`src/rtl/life_ctrl_16x16.sv`:
```
`default_nettype none
// ============================================================================
// Module      : life_ctrl_16x16
// Description : Sequencer for a 16x16 life array. Streams a 16-row initial
//               pattern into the array, then repeats scan-out / wait / step
//               generations until stopped. Optional still-life auto-halt is
//               compiled in when LIFE_STABLE_DETECT_EN is defined.
// Revision    : 1.0 - initial release
// ============================================================================
module life_ctrl_16x16 #(
    parameter int ROWS  = 16,
    parameter int COLS  = 16,
    parameter int CNT_W = 16
) (
    input  logic                     clk,
    input  logic                     reset,
    input  logic                     ld_valid,
    output logic                     ld_ready,
    input  logic [COLS-1:0]          ld_row,
    input  logic                     start,
    input  logic                     stop,
    input  logic [CNT_W-1:0]         period,
    output logic [COLS-1:0]          arr_vali,
    output logic [$clog2(ROWS)-1:0]  arr_vali_sel,
    output logic                     arr_write_enb,
    output logic                     arr_step,
    output logic [$clog2(ROWS)-1:0]  arr_valo_sel,
    input  logic [COLS-1:0]          arr_valo,
    input  logic [COLS-1:0]          arr_valo_prev,
    output logic                     out_valid,
    input  logic                     out_ready,
    output logic [COLS-1:0]          out_row,
    output logic [$clog2(ROWS)-1:0]  out_row_idx,
    output logic                     out_last,
    output logic [CNT_W-1:0]         gen_count,
    output logic                     busy,
    output logic                     stable
);

    localparam int IDX_W = $clog2(ROWS);
    localparam logic [IDX_W-1:0] C_LAST_ROW = IDX_W'(ROWS - 1);

    typedef enum logic [2:0] {
        S_IDLE   = 3'd0,
        S_LOAD   = 3'd1,
        S_SCAN   = 3'd2,
        S_WAIT   = 3'd3,
        S_STEP   = 3'd4,
        S_SETTLE = 3'd5
    } state_t;

    state_t             r_state;
    state_t             w_next;
    logic [IDX_W-1:0]   r_load_idx;
    logic [IDX_W-1:0]   r_scan_idx;
    logic [CNT_W-1:0]   r_wait_cnt;
    logic               r_loaded;
    logic               r_stop_pending;

    logic w_ld_acc;
    logic w_out_hs;
    logic w_scan_done;
    logic w_stop_req;
    logic w_start_run;
    logic w_stable_hit;

    assign w_ld_acc    = ld_valid & ld_ready;
    assign w_out_hs    = out_valid & out_ready;
    assign w_scan_done = w_out_hs & (r_scan_idx == C_LAST_ROW);
    // A stop seen in the same cycle as the decision point counts immediately
    assign w_stop_req  = r_stop_pending | stop;
    // Load beats take priority over start in IDLE
    assign w_start_run = (r_state == S_IDLE) & ~ld_valid & start & r_loaded;

`ifdef LIFE_STABLE_DETECT_EN
    logic r_match;

    // Still-life hit: every row of this scan equals the previous generation
    assign w_stable_hit = w_scan_done & r_match & (arr_valo == arr_valo_prev)
                        & (gen_count != '0);

    // Accumulate the per-row comparison and hold the stable flag until restart
    always_ff @(posedge clk or posedge reset) begin
        if (reset) begin
            r_match <= 1'b1;
            stable  <= 1'b0;
        end else begin
            if (r_state != S_SCAN || w_scan_done)
                r_match <= 1'b1;
            else if (w_out_hs)
                r_match <= r_match & (arr_valo == arr_valo_prev);
            if ((r_state == S_IDLE) && (ld_valid || w_start_run))
                stable <= 1'b0;
            else if (w_stable_hit)
                stable <= 1'b1;
        end
    end
`else
    logic w_unused_prev;
    assign w_unused_prev = ^arr_valo_prev;
    assign w_stable_hit  = 1'b0;
    assign stable        = 1'b0;
`endif

    // State register
    always_ff @(posedge clk or posedge reset) begin
        if (reset) r_state <= S_IDLE;
        else       r_state <= w_next;
    end

    // Next-state decode and state-derived outputs
    always_comb begin
        w_next       = r_state;
        ld_ready     = 1'b0;
        out_valid    = 1'b0;
        out_last     = 1'b0;
        arr_step     = 1'b0;
        busy         = (r_state != S_IDLE);
        out_row      = arr_valo;
        out_row_idx  = r_scan_idx;
        arr_valo_sel = r_scan_idx;
        case (r_state)
            S_IDLE: begin
                ld_ready = 1'b1;
                if (ld_valid)
                    w_next = S_LOAD;
                else if (w_start_run)
                    w_next = S_SCAN;
            end
            S_LOAD: begin
                ld_ready = 1'b1;
                if (ld_valid && (r_load_idx == C_LAST_ROW))
                    w_next = S_IDLE;
            end
            S_SCAN: begin
                out_valid = 1'b1;
                out_last  = (r_scan_idx == C_LAST_ROW);
                if (w_scan_done)
                    w_next = (w_stop_req || w_stable_hit) ? S_IDLE : S_WAIT;
            end
            S_WAIT: begin
                if (w_stop_req)
                    w_next = S_IDLE;
                else if (r_wait_cnt <= CNT_W'(1))
                    w_next = S_STEP;
            end
            S_STEP: begin
                arr_step = 1'b1;
                w_next   = S_SETTLE;
            end
            S_SETTLE: w_next = S_SCAN;
            default:  w_next = S_IDLE;
        endcase
    end

    // Array write port, load/scan indices, wait timer, flags and counters
    always_ff @(posedge clk or posedge reset) begin
        if (reset) begin
            arr_vali       <= '0;
            arr_vali_sel   <= '0;
            arr_write_enb  <= 1'b0;
            r_load_idx     <= '0;
            r_scan_idx     <= '0;
            r_wait_cnt     <= '0;
            r_loaded       <= 1'b0;
            r_stop_pending <= 1'b0;
            gen_count      <= '0;
        end else begin
            arr_write_enb <= w_ld_acc;
            if (w_ld_acc) begin
                arr_vali <= ld_row;
                if (r_state == S_IDLE) begin
                    arr_vali_sel <= '0;
                    r_load_idx   <= IDX_W'(1);
                    r_loaded     <= 1'b0;
                    gen_count    <= '0;
                end else begin
                    arr_vali_sel <= r_load_idx;
                    r_load_idx   <= r_load_idx + IDX_W'(1);
                    if (r_load_idx == C_LAST_ROW)
                        r_loaded <= 1'b1;
                end
            end
            if (w_start_run) begin
                r_stop_pending <= 1'b0;
                r_scan_idx     <= '0;
            end
            if ((r_state != S_IDLE) && (r_state != S_LOAD) && stop)
                r_stop_pending <= 1'b1;
            if ((r_state == S_SCAN) && w_out_hs)
                r_scan_idx <= r_scan_idx + IDX_W'(1);
            // Period is captured once per generation; zero behaves as one
            if ((r_state == S_SCAN) && w_scan_done)
                r_wait_cnt <= (period == '0) ? CNT_W'(1) : period;
            else if (r_state == S_WAIT)
                r_wait_cnt <= r_wait_cnt - CNT_W'(1);
            if (r_state == S_STEP)
                gen_count <= gen_count + CNT_W'(1);
        end
    end

endmodule
`default_nettype wire

```
`config.mk`:
```
export PLATFORM = sky130hd
export DESIGN_NAME = life_ctrl_16x16
export DESIGN_NICKNAME = d
export VERILOG_FILES = /design/src/rtl/life_ctrl_16x16.sv
export SDC_FILE = /design/constraint.sdc
export NUM_CORES = 1
export LEC_CHECK = 0
export ABC_AREA = 1
export CELL_PAD_IN_SITES_DETAIL_PLACEMENT = 0
export CELL_PAD_IN_SITES_GLOBAL_PLACEMENT = 1
export CORE_MARGIN = 4
export CORE_UTILIZATION = 31
export CTS_CLUSTER_DIAMETER = 30
export CTS_CLUSTER_SIZE = 20
export DETAILED_ROUTE_END_ITERATION = 10
export PLACE_DENSITY = 0.84
export SKIP_LAST_GASP = 1
export SYNTH_ARGS = -nofsm -noshare
export SYNTH_HDL_FRONTEND = slang
export SYNTH_SLANG_ARGS = --single-unit
```
`constraint.sdc`:
```
create_clock -name clk -period 2.8 [get_ports clk]
set_input_delay 0.56 -clock clk [delete_from_list [all_inputs] [get_ports clk]]
set_output_delay 0.56 -clock clk [all_outputs]
set_load 0.01 [all_outputs]
```
==> results of run 1 <==
registers in the layout, summed over array words and instances, names as in the netlist:
name / count
r_stop_pending: 1
r_load_idx: 4
arr_vali_sel: 4
r_wait_cnt: 16
arr_write_enb: 1
r_state: 3
arr_vali: 16
r_loaded: 1
gen_count: 16
arr_valo_sel: 4
power by group through the flow:
stage          Clock (W)  Combinational, W  Sequential, W
2_1_floorplan          0          0.000874        0.00150
3_3_place_gp           0           0.00152        0.00145
3_5_place_dp           0           0.00155        0.00146
4_1_cts          0.00104           0.00155        0.00145
5_1_grt          0.00108           0.00171        0.00149
6_report         0.00100           0.00152        0.00145
cell type report:
type | count | area (um^2) | area share [%]
clock inverters | 6 | 35.03 | 0.7148
clock buffers | 9 | 225.2 | 4.595
inverters | 58 | 220.2 | 4.493
repair buffers | 91 | 913.4 | 18.64
flip-flops and latches | 66 | 1652 | 33.70
well taps | 147 | 183.9 | 3.753
multi-input cells | 358 | 1672 | 34.11
cells by family (layout without fill, tap and decap cells):
logic type,count (synthesis),after routing,synth area share (%)
buffers and inverters,87,164,11.94
xor gates and xnor gates,3,3,0.6964
other,1,1,0.09937
and+or+nand+nor,294,294,33.02
AOI/OAI and AO/OA,55,55,8.820
adders and majority gates,5,5,1.658
DFF,66,66,43.77
through the flow:
stage,std cells,total power (W),area [um^2],hold slack [ns],utilization (%)
final,735,0.003979,4901,0.4803,40.97
after global routing,735,0.004282,4901,0.5135,40.97
after global placement,720,0.002971,4641,0.4641,38.80
after detailed placement,720,0.003006,4641,0.4642,38.80
after floorplan,511,0.002370,3774,0.4623,-
after CTS,735,0.004037,4901,0.4877,40.97
synth_stat cells (2+ instances only):
cell                       instances
sky130_fd_sc_hd__o31ai_1           2
sky130_fd_sc_hd__a32o_1            2
sky130_fd_sc_hd__inv_1            54
sky130_fd_sc_hd__nor3_1            7
sky130_fd_sc_hd__nand4_1           9
sky130_fd_sc_hd__nand3_1          40
sky130_fd_sc_hd__o21ai_0          21
sky130_fd_sc_hd__a21oi_1          14
sky130_fd_sc_hd__o22ai_1           2
sky130_fd_sc_hd__o22ai_2           2
sky130_fd_sc_hd__nor2_4            2
sky130_fd_sc_hd__dfrtp_1          66
sky130_fd_sc_hd__inv_2             3
sky130_fd_sc_hd__o21ai_2           2
sky130_fd_sc_hd__nand2_2           3
sky130_fd_sc_hd__xor2_1            3
sky130_fd_sc_hd__nor2_1           56
sky130_fd_sc_hd__buf_6             4
sky130_fd_sc_hd__o21ai_1           3
sky130_fd_sc_hd__o211ai_1          3
sky130_fd_sc_hd__buf_4            24
sky130_fd_sc_hd__ha_1              5
sky130_fd_sc_hd__nand2_1         170
layout by cell type (no fill, tap or decap), drive strengths merged, types with 5 or more instances in the layout:
cell type      netlist  routed
ha                   5       5
nand3               42      42
inv                 58      58
o21ai               26      26
nor3                 7       7
dfrtp               66      66
clkbuf               1       9
nor2                59      59
clkdlybuf4s50        0      87
nand2              174     174
a21oi               14      14
nand4                9       9
worst register-to-register path, cell delays in order, from the launching register on:
cell                      delay (ns)
sky130_fd_sc_hd__dfrtp_1        0.43
sky130_fd_sc_hd__ha_1           0.20
sky130_fd_sc_hd__nand2_1        0.06
sky130_fd_sc_hd__inv_1          0.08
sky130_fd_sc_hd__nand2_1        0.08
sky130_fd_sc_hd__nor2_4         0.10
sky130_fd_sc_hd__nand2_2        0.14
sky130_fd_sc_hd__inv_1          0.31
sky130_fd_sc_hd__nand2_1        0.09
sky130_fd_sc_hd__nand2_1        0.08
sky130_fd_sc_hd__nand2_1        0.06
sky130_fd_sc_hd__o21ai_0        0.06
path summary, 6_finish.rpt:
path	startpoint	endpoint	slack (ns)	cells after the start
setup reg to reg	arr_valo_sel[1]$_DFFE_PP0P_	r_wait_cnt[15]$_DFFE_PP0P_	1.04	11
min in group asynchronous	reset	arr_vali[6]$_DFFE_PP0P_	0.61	2
setup / recovery	r_state[1]$_DFFE_PP0P_	arr_step	0.37	4
hold reg to reg	arr_vali[2]$_DFFE_PP0P_	arr_vali[2]$_DFFE_PP0P_	0.48	2
max in group asynchronous	reset	gen_count[14]$_DFFE_PP0P_	1.56	3
hold / removal	arr_vali[2]$_DFFE_PP0P_	arr_vali[2]$_DFFE_PP0P_	0.48	2
metal layers:
layer	global-route usage (%)	share of wire, %	wire (um)
met4	4.689	1.5	144
met3	3.158	5.0	470
met2	21.86	47	4440
met1	18.08	47	4436
met5	0	0	0
==> results summary, run 1 <==
The aggregate routed wire length is between 9 and 10 mm. After synthesis, the largest area contributor takes up about 44% of total cell area. The congestion estimate from routability-driven global placement came to 0.8811. The kind of cell adding the most delay to the critical path is buffers and inverters. The mean area per synthesized cell is 7.385 um^2. The largest buffer count on any clock path is 2.

The maximum vdd ir drop came out at 0.3182 mV. The floorplan has 40 rows. Cells with a size suffix above 1 make up 6.463% of the layout. The cell count after synthesis is 511. The clock transition at the registers of the reported paths came out at 0.05 ns.

The number of antenna diodes in the final layout is 0. The setup slack at placement came out at 0.5553 ns. The detailed router finished its first iteration with 317 violations.

The combinational fraction of design power came out at 38.3%. The clock sink count is 66. The floorplan step defined a core boundary enclosing 0.01196 mm^2. The count of pins over their slew limit came out at 0. The via density per instance came out at 4.725.

The number of nets with antenna violations after routing came out at 0. At the worst endpoint, the arrival time is 1.87 ns. Subtracting the final worst setup slack from the clock period gives roughly 2.4 ns. The total power density per cell area is around 810 mW/mm^2.

The data required time at the worst endpoint is between 2 and 2.5 ns. The critical path goes through nor2_4, nand2_1, inv_1, clkdlybuf4s50_1. The transition time of the tightest slew-check pin is roughly 0.57 ns. The count of cells resized by post-cts repair came out at 0. The post-layout net count is 659.

The leftover overflow at the end of global routing came out at 0. The worst setup path is launched from a register. The net switching fraction of the power came out at between 30% and 40%. For this run, the leading register cell type out of synthesis is sky130_fd_sc_hd__dfrtp_1. The routed via count is 3473. The initial antenna violation count is 0. The clock power share came out at 25.2%. The largest total area in the synthesized netlist belongs to sky130_fd_sc_hd__dfrtp_1. The final clock period utilization by the worst path is 86.80%. The delay of the slowest cell on the worst path is approximately 0.58 ns. The worst setup path is captured at an output pin.

The number of buffers and inverters on the critical path is 2. TritonCTS built the clock tree. The worst relative slew slack is ~62%. The clock reaches the later pin of the worst-skew pair after 0.33 ns. After legalization and detailed placement, the total HPWL measured 7.100 mm. The total iterations of the first detailed-routing run came out at 5. The wire length of the first global-routing pass came out at 15.79 mm. The internal cell power came out at approximately 0.0025 W.

The part of the total power dissipated in sequential elements came out at between 30% and 40%. The number of global-route vias before repair is 3281. The cell with the biggest individual delay on the critical path is sky130_fd_sc_hd__clkdlybuf4s50_1. The number of maximum-capacitance constraint violations is 0.

The fmax came out at 411.5 MHz. The path class of the tightest hold or removal check is register to register. The leakage power figure is about 2.3 nW.

The final-report hold violation count is 0. The count of port buffers added during placement came out at 87. The number of buffers added by the clock tree synthesis step came out at 9.

The average wire per cell in the routed design came out at 12.91 um. The number of primary I/O pins came out at 137. Setup slack on the critical path of the routed design comes to 0.3697 ns. The die extent in x came out at 118.3 um. The fill cell instance count of the final layout came out at 1217. When the netlist entered floorplanning its net count stood at about 590. The setup TNS came out at 0 ns. The depth of the CTS H-tree is 3. For this configuration, the core starts out at a cell density of around a third. Setup repair after global routing left no endpoint under its margin.

The number of synthesized flops with an enable pin came out at 0. The maximum number of pins on one net before global-route repair came out at 42. The floorplan step set the die height to approximately 120 um. The critical path is of the register to output pin type. Setup violations remaining at the end of the flow were counted as 0.

After synthesis, the share of flip-flops with an asynchronous set or reset is between 90% and 100%. The part of the Yosys area used for sequential elements is 43.77%. The growth of design area from synthesis to finish came out at 29.87%. The synthesized design contains 66 register bits. The netlist area before placement came out at 0.003774 mm^2. The quantity of hold-fixing buffers added after cts came out at 0. The maximum fanout along the worst path came out at 6.

For this run, design rule violations remaining after detail routing come to 0. The switching power summed over all nets is 0.001460 W. The number of distinct library cell variants in the gate-level netlist after synthesis came out at 37.

The total global-route track usage is between 10% and 20%. Once the clock tree was built, the setup fixing pass inserted 0 buffers. In this run the clock root is driven by a sky130_fd_sc_hd__clkbuf_16. The Yosys step of the flow raised 0 warnings. The die outline area is 0.01400 mm^2. For the final database, setup skew stands at 0.004372 ns. The run finished with clean final reports. After synthesis, the cell types taking the most area are sky130_fd_sc_hd__dfrtp_1 44%, sky130_fd_sc_hd__nand2_1 17%, sky130_fd_sc_hd__nor2_1 5.6%.
No activity file was read; power rests on OpenSTA's default activity.
==> inputs of run 2 (changes only) <==
==> constraint.sdc (replaced) <==
create_clock -name clk -period 2.48 [get_ports clk]
set_input_delay 0.496 -clock clk [delete_from_list [all_inputs] [get_ports clk]]
set_output_delay 0.496 -clock clk [all_outputs]
set_load 0.02 [all_outputs]
==> results summary, run 2 (synthesis gave the netlist of run 1 again) <==
The count of antenna diodes in the layout is 0. In the final layout, the registers with the most flip-flops are arr_vali (16), gen_count (16), r_wait_cnt (16). The effective utilization at floorplan came out at 31.55%. The HPWL after detailed placement came out at ~7 mm. The data arrival time at the worst-slack endpoint is 1.82 ns.

In the layout the commonest cells are 170 x sky130_fd_sc_hd__nand2_1, 86 x sky130_fd_sc_hd__clkdlybuf4s50_1, 66 x sky130_fd_sc_hd__dfrtp_1, 56 x sky130_fd_sc_hd__nor2_1, 53 x sky130_fd_sc_hd__inv_1. The worst-case IR drop observed on VDD is 0.4014 mV. The kind of cell adding the most delay to the critical path is buffers and inverters. For this block, the routed nets add up to around 9.7 mm of wire. Walking the worst path, the cells encountered are inv_2, nand3_1, nand2_2, clkdlybuf4s50_1. The quantity of hold-fixing buffers added after cts is 0. The worst relative slew slack is 66.98%. The largest buffer count on any clock path came out at 2. The combinational fraction of design power came out at 39.4%.

Subtracting the final worst setup slack from the clock period gives 2.314 ns. The die outline area came out at 0.01400 mm^2. The cell with the biggest individual delay on the critical path is sky130_fd_sc_hd__clkdlybuf4s50_1.

The met3 usage in global routing came out at about 3.6%. From left edge to right edge, the die measures 118.3 um. The initial antenna violation count is 0. The number of buffers and inverters on the critical path came out at 2. The critical path is of the register to output pin type.

The net switching fraction of the power is roughly 38%. The routing usage on met1 came out at ~18%. The data required time at the worst endpoint came out at 1.98 ns. The clock transition at the registers of the reported paths is about 0.060 ns.

TritonCTS built the clock tree. The growth of design area from synthesis to finish came out at 31.37%. STA classifies the critical path startpoint as a register. The leakage power figure is 2.345 nW. The worst-skew pair later-pin latency came out at approximately 0.33 ns. The fmax is 432.2 MHz. The final-report hold violation count came out at 0. The routability congestion estimate from global placement came out at 0.8888. The met2 layer usage reported by global route is around a quarter. During I/O placement, the number of pins put on the boundary was between 100 and 150.

The global-route layer with the greatest usage is met2. The wire length of the first global-routing pass came out at 16.19 mm. The part of the total power dissipated in sequential elements came out at between 30% and 40%.

The number of buffers added by the clock tree synthesis step came out at 9. The post-layout net count came out at 660. For this run, the slowest stage of the critical path takes 0.64 ns. The transition time of the tightest slew-check pin came out at 0.4915 ns. The count of pins over their slew limit is 0. The average wire per cell in the routed design came out at between 10 and 15 um. The number of maximum-capacitance constraint violations came out at 0. The final setup violation count is 0. The leftover overflow at the end of global routing is 0. The depth of the CTS H-tree is 3. The total power density per cell area came out at 979.9 mW/mm^2. The tree is rooted in a sky130_fd_sc_hd__clkbuf_16. The critical path capture point type is an output pin. The internal cell power is 0.003017 W. The library cell used most frequently in the layout, excluding fill and tap cells, is sky130_fd_sc_hd__nand2_1. The maximum number of pins on one net before global-route repair came out at 67. The type of the most critical hold path is register to register. The flow ran to the end, and the final reports show no timing, DRC or antenna violations. The setup TNS came out at 0 ns. The switching power summed over all nets is 0.001841 W. The number of violations reported at the end of detailed-routing iteration 0 came out at 281. The final clock period utilization by the worst path came out at 93.29%. The number of global-route vias before repair came to 3348. Setup repair after global routing left no endpoint under its margin. The count of port buffers added during placement came out at 87. The DRC violation count after routing came out at 0. After detailed routing, the number of vias per cell comes to about 4.7. Post-CTS repair changed the size of 0 cells.

The first detailed-routing pass ran for 4 iterations. Global routing used about 14% of the available tracks. The maximum fanout along the worst path came out at 5. The initialized floorplan defines 40 standard-cell rows. The area of the core region is 0.01196 mm^2. The share of total power dissipated in the clock network is 26.9%. The clock sink count came out at 66. The post-route clock skew is 0.005694 ns. For this block, the via count after detailed routing is about 3500.

Measured on the finished design, the core utilization comes to ~41%. The number of nets with antenna violations after routing came out at 0. The fraction of layout instances using a drive strength above 1 is between 6 and 7%.

Once the clock tree was built, the setup fixing pass inserted 0 buffers. The die is 118.3 um tall.
[run 2: cell count changes in the layout (fill, tap and decap cells not counted), sizes merged]
cell           before  now
buf                 4    5
bufinv              0    1
clkbuf              9   12
clkdlybuf4s50      87   86
clkinv              4    1
dlymetal6s2s        0    1
[run 2: layout make-up]
type | instances | area (um^2)
fill | 1203 | 7004
multi-input combinational | 358 | 1672
sequential | 66 | 1652
timing repair buffer | 92 | 923.4
clock buffer | 12 | 256.5
inverter | 58 | 220.2
tap | 147 | 183.9
clock inverter | 4 | 50.05
[run 2: tightest hold or removal path, cell delays in order, from the launching register on]
cell                      delay, ns
sky130_fd_sc_hd__dfrtp_1       0.34
sky130_fd_sc_hd__nand2_1       0.05
sky130_fd_sc_hd__nand2_1       0.05
[run 2: worst paths after layout]
| check | from | endpoint | slack (ns) | cells after the start |
|---|---|---|---|---|
| min in group asynchronous | reset | arr_vali[5]$_DFFE_PP0P_ | 0.57 | 3 |
| worst max-delay path | r_state[2]$_DFFE_PP0P_ | ld_ready | 0.17 | 4 |
| max in group asynchronous | reset | r_wait_cnt[9]$_DFFE_PP0P_ | 1.61 | 3 |
| worst max register to register | arr_valo_sel[0]$_DFFE_PP0P_ | r_wait_cnt[15]$_DFFE_PP0P_ | 0.76 | 11 |
| worst min-delay path | arr_vali[12]$_DFFE_PP0P_ | arr_vali[12]$_DFFE_PP0P_ | 0.48 | 2 |
| worst min register to register | arr_vali[12]$_DFFE_PP0P_ | arr_vali[12]$_DFFE_PP0P_ | 0.48 | 2 |
[run 2: power by group through the flow]
stage | sequential, W | clock (W) | combinational, W
after CTS | 0.00164 | 0.00134 | 0.00194
after floorplan | 0.00183 | 0 | 0.00104
after global placement | 0.00164 | 0 | 0.00190
after detailed placement | 0.00165 | 0 | 0.00194
after global routing | 0.00168 | 0.00140 | 0.00211
final | 0.00164 | 0.00131 | 0.00191
[run 2: through the flow]
stage               instances  power (W)  hold WS, ns  setup slack [ns]  instance area [um^2]
CTS                       737   0.004927       0.4827           0.06629                  4955
detailed placement        721   0.003585       0.4667            0.3338                  4648
global route              737   0.005199       0.4903           0.04578                  4957
floorplan                 511   0.002866       0.4623            0.3292                  3774
finish                    737   0.004858       0.4778            0.1663                  4957
global placement          721   0.003537       0.4631            0.3415                  4648
[run 2: routing by layer]
metal	wire (um)	vias up
met5	0	-
met4	137	0
met3	460	10
met2	4656	82
met1	4444	1611
li1	-	1754
==> inputs of run 3 (changes only) <==
Settings changed: CAP_MARGIN set to 25.
==> results of run 3 <==
No change in the layout: final DEF, timing and power equal those of run 2.
